===== src/rtl/opcode_escape_sequencer.sv =====
`default_nettype none
// ============================================================================
// Module   : opcode_escape_sequencer
// Purpose  : Byte-serial instruction front-end. Strips legacy/REX prefixes,
//            recognises the 0F escape, classifies two-byte opcodes, captures
//            ModRM when needed and hands one descriptor per instruction to
//            the decoder over a valid/ready handshake.
// Options  : DECODE_REX_EN - treat 40..4F in the prefix phase as REX.
//            Undefined: 40..4F are one-byte opcodes and desc_rex stays 0.
// Revision : 1.0 - initial release
// ============================================================================
module opcode_escape_sequencer (
    input  logic       clk,
    input  logic       reset_n,
    input  logic       flush,
    input  logic       in_valid,
    output logic       in_ready,
    input  logic [7:0] in_byte,
    output logic       desc_valid,
    input  logic       desc_ready,
    output logic [7:0] desc_opcode,
    output logic       desc_two_byte,
    output logic [3:0] desc_pfx,
    output logic [3:0] desc_rex,
    output logic       desc_has_modrm,
    output logic [7:0] desc_modrm,
    output logic [2:0] desc_class,
    output logic [3:0] desc_len
);

    localparam logic [1:0] ST_PFX   = 2'd0;
    localparam logic [1:0] ST_ESC   = 2'd1;
    localparam logic [1:0] ST_MODRM = 2'd2;
    localparam logic [1:0] ST_OUT   = 2'd3;

    localparam logic [2:0] CLS_ILLEGAL  = 3'd0;
    localparam logic [2:0] CLS_VEC      = 3'd1;
    localparam logic [2:0] CLS_JCC      = 3'd2;
    localparam logic [2:0] CLS_MODRM_OP = 3'd3;
    localparam logic [2:0] CLS_SYS      = 3'd4;
    localparam logic [2:0] CLS_GROUP    = 3'd5;
    localparam logic [2:0] CLS_ONEBYTE  = 3'd6;

    // The 15th accepted byte of one instruction terminates it as illegal
    localparam logic [3:0] LEN_LAST_OK  = 4'd14;

    logic [1:0] state_q,     state_d;
    logic [7:0] opcode_q,    opcode_d;
    logic       two_byte_q,  two_byte_d;
    logic [3:0] pfx_q,       pfx_d;
    logic [3:0] rex_q,       rex_d;
    logic       has_modrm_q, has_modrm_d;
    logic [7:0] modrm_q,     modrm_d;
    logic [2:0] class_q,     class_d;
    logic [3:0] len_q,       len_d;

    logic       accept;
    logic       is_rex;
    logic [2:0] esc_class;

    // Second byte after 0F: map to its decode class
    function automatic logic [2:0] classify(input logic [7:0] b);
        logic [2:0] c;
        if (b inside {8'h04, 8'h0A, 8'h0C, 8'h0E, 8'h0F, [8'h19:8'h1E],
                      [8'h24:8'h27], 8'h36, [8'h38:8'h3F], 8'hA6, 8'hA7,
                      8'hB8, 8'hFF})
            c = CLS_ILLEGAL;
        else if (b inside {[8'h80:8'h8F]})
            c = CLS_JCC;
        else if (b inside {[8'h05:8'h09], 8'h0B, [8'h30:8'h35], 8'h37,
                           [8'hA0:8'hA2], [8'hA8:8'hAA], [8'hC8:8'hCF]})
            c = CLS_SYS;
        else if (b inside {8'h00, 8'h01, 8'hAE, 8'hB9, 8'hBA, 8'hC7})
            c = CLS_GROUP;
        else if (b inside {[8'h10:8'h17], [8'h28:8'h2F], [8'h50:8'h7F],
                           [8'hC2:8'hC6], [8'hD0:8'hFE]})
            c = CLS_VEC;
        else
            c = CLS_MODRM_OP;
        return c;
    endfunction

    assign in_ready   = (state_q != ST_OUT);
    assign desc_valid = (state_q == ST_OUT);
    assign accept     = in_valid && in_ready;
    assign esc_class  = classify(in_byte);

`ifdef DECODE_REX_EN
    assign is_rex = (in_byte[7:4] == 4'h4);
`else
    assign is_rex = 1'b0;
`endif

    // Next-state and per-instruction field update
    always_comb begin
        state_d     = state_q;
        opcode_d    = opcode_q;
        two_byte_d  = two_byte_q;
        pfx_d       = pfx_q;
        rex_d       = rex_q;
        has_modrm_d = has_modrm_q;
        modrm_d     = modrm_q;
        class_d     = class_q;
        len_d       = len_q;

        if (flush || ((state_q == ST_OUT) && desc_ready)) begin
            // Flush wins over everything, including a byte accepted this cycle
            state_d     = ST_PFX;
            opcode_d    = 8'h00;
            two_byte_d  = 1'b0;
            pfx_d       = 4'h0;
            rex_d       = 4'h0;
            has_modrm_d = 1'b0;
            modrm_d     = 8'h00;
            class_d     = CLS_ILLEGAL;
            len_d       = 4'h0;
        end else if (accept) begin
            len_d = len_q + 4'd1;
            if (len_q == LEN_LAST_OK) begin
                // Over-long instruction: swallow the byte and close it out
                class_d     = CLS_ILLEGAL;
                has_modrm_d = 1'b0;
                state_d     = ST_OUT;
            end else begin
                case (state_q)
                    ST_PFX: begin
                        case (in_byte)
                            8'hF0: begin pfx_d[0] = 1'b1; rex_d = 4'h0; end
                            8'h66: begin pfx_d[1] = 1'b1; rex_d = 4'h0; end
                            8'hF2: begin pfx_d[2] = 1'b1; rex_d = 4'h0; end
                            8'hF3: begin pfx_d[3] = 1'b1; rex_d = 4'h0; end
                            // Segment overrides: counted, not recorded
                            8'h2E, 8'h36, 8'h3E,
                            8'h26, 8'h64, 8'h65: rex_d = 4'h0;
                            8'h0F: begin
                                two_byte_d = 1'b1;
                                state_d    = ST_ESC;
                            end
                            default: begin
                                if (is_rex) begin
                                    rex_d = in_byte[3:0];
                                end else begin
                                    opcode_d = in_byte;
                                    class_d  = CLS_ONEBYTE;
                                    state_d  = ST_OUT;
                                end
                            end
                        endcase
                    end
                    ST_ESC: begin
                        opcode_d = in_byte;
                        class_d  = esc_class;
                        if ((esc_class == CLS_VEC) || (esc_class == CLS_MODRM_OP) ||
                            (esc_class == CLS_GROUP))
                            state_d = ST_MODRM;
                        else
                            state_d = ST_OUT;
                    end
                    ST_MODRM: begin
                        modrm_d     = in_byte;
                        has_modrm_d = 1'b1;
                        state_d     = ST_OUT;
                    end
                    default: state_d = state_q;
                endcase
            end
        end
    end

    // State and descriptor registers
    always_ff @(posedge clk or negedge reset_n) begin
        if (!reset_n) begin
            state_q     <= ST_PFX;
            opcode_q    <= 8'h00;
            two_byte_q  <= 1'b0;
            pfx_q       <= 4'h0;
            rex_q       <= 4'h0;
            has_modrm_q <= 1'b0;
            modrm_q     <= 8'h00;
            class_q     <= CLS_ILLEGAL;
            len_q       <= 4'h0;
        end else begin
            state_q     <= state_d;
            opcode_q    <= opcode_d;
            two_byte_q  <= two_byte_d;
            pfx_q       <= pfx_d;
            rex_q       <= rex_d;
            has_modrm_q <= has_modrm_d;
            modrm_q     <= modrm_d;
            class_q     <= class_d;
            len_q       <= len_d;
        end
    end

    assign desc_opcode    = opcode_q;
    assign desc_two_byte  = two_byte_q;
    assign desc_pfx       = pfx_q;
    assign desc_rex       = rex_q;
    assign desc_has_modrm = has_modrm_q;
    assign desc_modrm     = modrm_q;
    assign desc_class     = class_q;
    assign desc_len       = len_q;

endmodule
`default_nettype wire


===== config.mk =====
export PLATFORM = sky130hd
export DESIGN_NAME = opcode_escape_sequencer
export DESIGN_NICKNAME = d
export VERILOG_FILES = /design/src/rtl/opcode_escape_sequencer.sv
export SDC_FILE = /design/constraint.sdc
export NUM_CORES = 1
export LEC_CHECK = 0
export CORE_ASPECT_RATIO = 0.6
export CORE_MARGIN = 5
export CORE_UTILIZATION = 53
export DETAILED_ROUTE_END_ITERATION = 12
export PLACE_DENSITY = 0.85
export SYNTH_ARGS = -nofsm -noshare
export SYNTH_HDL_FRONTEND = slang
export SYNTH_SLANG_ARGS = --single-unit

===== constraint.sdc =====
create_clock -name clk -period 5.7 [get_ports clk]
set_input_delay 1.14 -clock clk [delete_from_list [all_inputs] [get_ports clk]]
set_output_delay 1.14 -clock clk [all_outputs]
set_load 0.01 [all_outputs]

=== Word level (Yosys, flattened, before mapping) ===
Index checks and enable logic that the tools add are counted.

* Register bits: 35
* Bits of input ports: 13

* Multiplexer cells: 49
* Eq/ne operators: 38
* Reduce and logical (&&, ||, !) cells: 51
* $add $sub $neg: 1
* $lt $le $gt $ge: 28

{| class="wikitable"
|+ Operators by type and width
! operator !! number
|-
| $eq 8x8->1 const B || 11
|-
| $mux 8 || 8
|-
| $ge 8x8->1 const B || 6
|-
| $le 8x8->1 const B || 6
|-
| $mux 4 || 11
|-
| $eq 8x4->1 const B || 5
|-
| $eq 8x6->1 const B || 5
|-
| $ge 8x6->1 const B || 4
|-
| $le 8x6->1 const B || 4
|-
| $reduce_and 4->1 || 7
|-
| $eq 8x7->1 const B || 3
|-
| $mux 3 || 8
|-
| $reduce_bool 2->1 || 9
|-
| $ge 8x5->1 const B || 2
|-
| $le 8x5->1 const B || 2
|-
| $logic_and 1x1->1 || 16
|-
| $pmux 8 s2 || 1
|-
| $mux 1 || 14
|-
| $reduce_bool 13->1 || 1
|-
| $reduce_or 11->1 || 1
|-
| $reduce_bool 5->1 || 2
|-
| $reduce_or 10->1 || 1
|-
| $reduce_and 3->1 || 3
|-
| $eq 8x1->1 const B || 1
|-
| other kinds (27) || 36
|}

=== Depth between registers and ports, before layout ===
* Word-level depth: 16
* Mapped depth: 8
* Mapped depth without buffers: 8

=== Worst setup path before layout ===
OpenSTA, ideal clock, no wires.

* Path type: input -> register
* From: in in_byte[5]
* To: reg class_q[2] (netlist: desc_class[2])
* Slack: 2.939 ns
* Stages: 7
* Arrival: 2.636 ns
* Setup time: 0.125 ns
* Buffers on the path: 1
* Cells stage by stage: buf_4 > nand4_2 > or3_4 > mux2_4 > a31oi_4 > a21oi_2 > mux2_4

* Cells in the longest elaborated chain, start to end: 10
* Elaborated cells between the ends (all ways): 68

{| class="wikitable"
|+ RTL lines
! element !! line !! text
|-
| start: declaration || 18 || <nowiki>input logic [7:0] in_byte,</nowiki>
|-
| $ge 8x3->1, or another cell as far along || 70 || <nowiki>else if (b inside {[8'h05:8'h09], 8'h0B, [8'h30:8'h35], 8'h37,</nowiki>
|-
| $logic_and 1x1->1 or $reduce_bool 6->1 (tied branches) || 70, 73 ||
|-
| $reduce_bool 7->1 or $mux 3 (tied branches) || 70, 73 ||
|-
| $mux 3 || 70 ||
|-
| $mux 3 || 68 || <nowiki>else if (b inside {[8'h80:8'h8F]})</nowiki>
|-
| $mux 3 || 64 || <nowiki>if (b inside {8'h04, 8'h0A, 8'h0C, 8'h0E, 8'h0F, [8'h19:8'h1E],</nowiki>
|-
| $pmux 3 s2 || 125 || <nowiki>case (state_q)</nowiki>
|-
| $mux 3 || 119 || <nowiki>if (len_q == LEN_LAST_OK) begin</nowiki>
|-
| $mux 3 || 117 || <nowiki>end else if (accept) begin</nowiki>
|-
| $mux 3 || 106 || <nowiki>if (flush || ((state_q == ST_OUT) && desc_ready)) begin</nowiki>
|-
| end signal: assignment || 190 || <nowiki>class_q <= class_d;</nowiki>
|-
| end: declaration || 54 || <nowiki>logic [2:0] class_q, class_d;</nowiki>
|}

Parallel ways exist; a longest one is shown, timed or not. The select of a mux whose other input is x is not followed.
A chain may end at the register's enable or synchronous reset.

=== Final worst setup path ===
* From: in in_byte[6]
* To: reg class_q[2] (netlist: desc_class[2])

The elaborated chain is that of the path after synthesis.

==> metrics.md <==
| Metric | Value |
|---|---|
| Die area | `between 5000 and 6000 um2` |
| Worst Max-Slew Pin Slew | `around 0.84 ns` |
| DRT Pass-1 Iters | `4` |
| Cell depth of the worst flop-to-flop path | `6` |
| IO Pins | `48` |
| M1 WL | `2.52 mm` |
| # hold bufs at CTS | `0` |
| Number of global-route vias before repair | `1617` |
| Tot GR Track Use | `around a fifth` |
| Drt initial violations | `187` |
| Share of cells above drive strength 1 | `7.81%` |
| PwrDens | `between 200 and 300 nW/um2` |
| Worst vdd ir | `approximately 0.00016 V` |
| GP Congestion | `between 0.8 and 0.9` |
| Adder-cell share of the synthesized area | `between 3 and 4%` |
| Buf+Inv Stages, Crit Path | `1` |
| Max frequency | `roughly 280 MHz` |
| Root buf cell | `clkbuf_8` |
| Die Width | `about 90 um` |
| Seq cells post-synth | `31` |
| Multiplexer share of the synthesized area | `around 1.5%` |
| Total Nets Final | `around 270` |
| Arrival @ worst endpoint | `3.68 ns` |
| Predominant post-synthesis flop cell | `dfrtp_1` |
| Routed WL per cell | `16.5 um` |
| Setup skew after layout | `between 0.006 and 0.007 ns` |
| Largest net degree at the start of global routing | `32` |
| Pre-CTS WS | `about 1.9 ns` |
| Row count | `17` |
| Tcrit/Tclk final | `61.6%` |
| Dpl cells | `around 300` |
| Xor and xnor area share after synthesis | `under 10%` |
| PortBufs | `between 40 and 50` |
| Power, Total | `651 uW` |
| Total CTS buffers | `5` |
| Static Leak | `a little over 0.001 uW` |
| Initial Utilization | `between 50 and 60%` |
| Largest family of logic cells by synthesized area | `compound AO/OA/AOI/OAI gates` |
| Residual DRC count | `0` |
| Die height | `57.3 um` |
| Yosys warns | `0` |
| EDFF count, synth | `0` |
| Routed wl met2 | `2.01 mm` |
| Critical Path, Cell by Cell | `clkdlybuf4s50_1 > or2_2 > nor3_1 > nand3_1 > o32ai_1 > a21oi_2 > mux2_4` |
| Max H-tree Level | `2` |
| CTS Sinks | `31` |
| Global route overflow | `0` |
| Hpwl dp | `3.66 mm` |
| Seq/Total Area, Yosys | `about two fifths` |
| # resized after CTS | `0` |
| RSZ-0062 raised after global routing | `no` |
| Compound-Gate Fraction of Synth Area | `23.5%` |
| Status | `finished, final reports clean` |
| Levels on crit path | `7` |
| Antenna Nets Post-Route | `0` |
| Final setup viols | `0` |
| WL final | `roughly 5 mm` |
| First-pass GRT wire length | `roughly 8 mm` |
| Mapped Area | `about 2000 um2` |
| Metal3 WL | `~440 um` |
| Initial antenna violation count | `0` |
| Max_slew headroom | `roughly 44%` |
| Core Footprint | `~3600 um2` |
| Worst hold stages | `1` |
| WS Path Type | `input port to flop` |
| Max-cap violation count | `0` |
| TritonCTS clock tree | `built` |
| Critical Path Fanout Max | `13` |
| Async set-reset flop share out of synthesis | `100%` |
| Mean Syn Cell Area | `9.12 um2` |
| Final Hold Vio Count | `0` |
| Final Critical Period | `approximately 3.5 ns` |
| Critical path launch point type | `input port` |
| Post-synthesis simple-gate area fraction | `between 20% and 30%` |
| Syn-to-layout area delta | `25.7%` |
| Crit-path slowest cell | `clkdlybuf4s50_1` |
| Clk slew on worst S/H paths | `0.07 ns` |
| Setup ws final | `2.19 ns` |
| Max Buffers Root-to-Sink | `2` |
| CP endpoint kind | `flop` |
| Setup TNS | `0 ns` |
| CP max stage delay | `about 0.65 ns` |
| Fin. max-slew vios | `0` |
| Post-synthesis cell count | `217` |
| Yosys cell types | `55` |
| Top sig layer | `met4` |
| Clk_lat worst skew | `~0.28 ns` |
| N_diodes | `0` |
| Vias per inst | `5.98` |
| Delay-heaviest family, CP | `simple AND/OR/NAND/NOR gates` |
| Post-route insts no fill | `~300` |
| Vias | `between 1500 and 2000` |
| Setup bufs post-CTS | `0` |
| Hold Crit Class | `flop to flop` |
| Required @ worst endpoint | `5.87 ns` |
==> cells in the mapped netlist, types with 2 or more instances <==
cell type  count  area (um2)
a31oi_1        5        31.3
nand2b_1       7        43.8
a21oi_1       20         100
o21ai_0        5        25.0
nor2b_1        3        18.8
o21ai_1        8        40.0
nor2_1        20        75.1
inv_1          9        33.8
a211oi_1       3        22.5
nand3_1       14        70.1
mux2_4         2        30.0
o31ai_1        2        15.0
o22ai_1        2        12.5
a22o_1         8        70.1
buf_2          2        10.0
nand3b_1       3        22.5
nand4_1        2        12.5
xnor2_1        2        17.5
xor2_1         2        17.5
nor3_1         5        25.0
nand2_1       12        45.0
dfrtp_1       31         776
clkbuf_1       4        15.0
and3_1         3        18.8
buf_4          8        60.1
ha_1           6        75.1
==> path summary, 6_finish.rpt <==
| path | slack, ns | to | start |
|---|---|---|---|
| worst max-delay path | 2.19 | desc_class[2] | in_byte[6] |
| worst min register to register | 0.49 | desc_pfx[1] | desc_pfx[1] |
| max in group asynchronous | 4.16 | desc_opcode[2] | reset_n |
| worst min-delay path | 0.49 | desc_pfx[1] | desc_pfx[1] |
| min in group asynchronous | 1.24 | desc_pfx[1] | reset_n |
| worst max register to register | 3.33 | desc_modrm[4] | state_q[0] |
==> state kept, by name (all words and copies together) (netlist names) <==
register,cells
desc_len,4
desc_pfx,4
desc_class,3
desc_two_byte,1
desc_opcode,8
desc_has_modrm,1
state_q,2
desc_modrm,8
==> placed cells by master (no fill, tap or decap), types with 3 or more instances in the layout <==
cell type / netlist / layout
a211oi_1: 3 / 3
a21oi_1: 20 / 20
a22o_1: 8 / 8
a31oi_1: 5 / 5
and3_1: 3 / 3
clkbuf_8: 0 / 7
clkdlybuf4s50_1: 0 / 43
conb_1: 1 / 4
dfrtp_1: 31 / 31
ha_1: 6 / 6
inv_1: 9 / 9
nand2_1: 12 / 12
nand2b_1: 7 / 7
nand3_1: 14 / 14
nand3b_1: 3 / 3
nor2_1: 20 / 20
nor2b_1: 3 / 3
nor3_1: 5 / 5
o21ai_0: 5 / 5
o21ai_1: 8 / 8
==> through the flow <==
stage	instance area (um2)	hold slack [ns]	utilization, %
2_1_floorplan	1990	0.529	-
3_5_place_dp	2390	0.479	65.6
6_report	2490	0.489	68.4
5_1_grt	2490	0.519	68.4
4_1_cts	2490	0.495	68.4
3_3_place_gp	2390	0.485	65.6
==> worst reg2reg max path, stage by stage (launching register included) <==
cell	delay [ns]
dfrtp_1	0.41
ha_1	0.27
inv_1	0.09
nand2_1	0.12
nor2_1	0.67
a21oi_1	0.37
a22o_1	0.32
==> layer usage <==
metal	track usage (%)	vias to the layer above
met5	0	-
met4	4.53	0
met3	5.92	3
met2	25.8	86
met1	33.2	863
li1	-	859
==> area by class of cell <==
cell class / count / area [um2]
inverter: 9 / 33.8
timing repair buffer: 44 / 438
sequential: 31 / 776
fill: 299 / 1150
multi-input combinational: 164 / 1080
clock buffer: 8 / 100
tap: 47 / 58.8
==> cells by family (layout without fill, tap and decap cells) <==
family	after synthesis	count (layout)
compound gates	65	65
xor+xnor	4	4
fa+ha+maj	6	6
buf+inv	25	61
flops	31	31
mux	2	2
other cells	1	4
simple gates	83	83
==> report_power, final <==
group	leakage (uW)	total, uW	internal, uW	switching (uW)
sequential	0.000420	257	241	15.7
clock	0.0000515	190	110	80.0
combinational	0.000561	204	90.6	113
No activity file was read; power rests on OpenSTA's default activity.
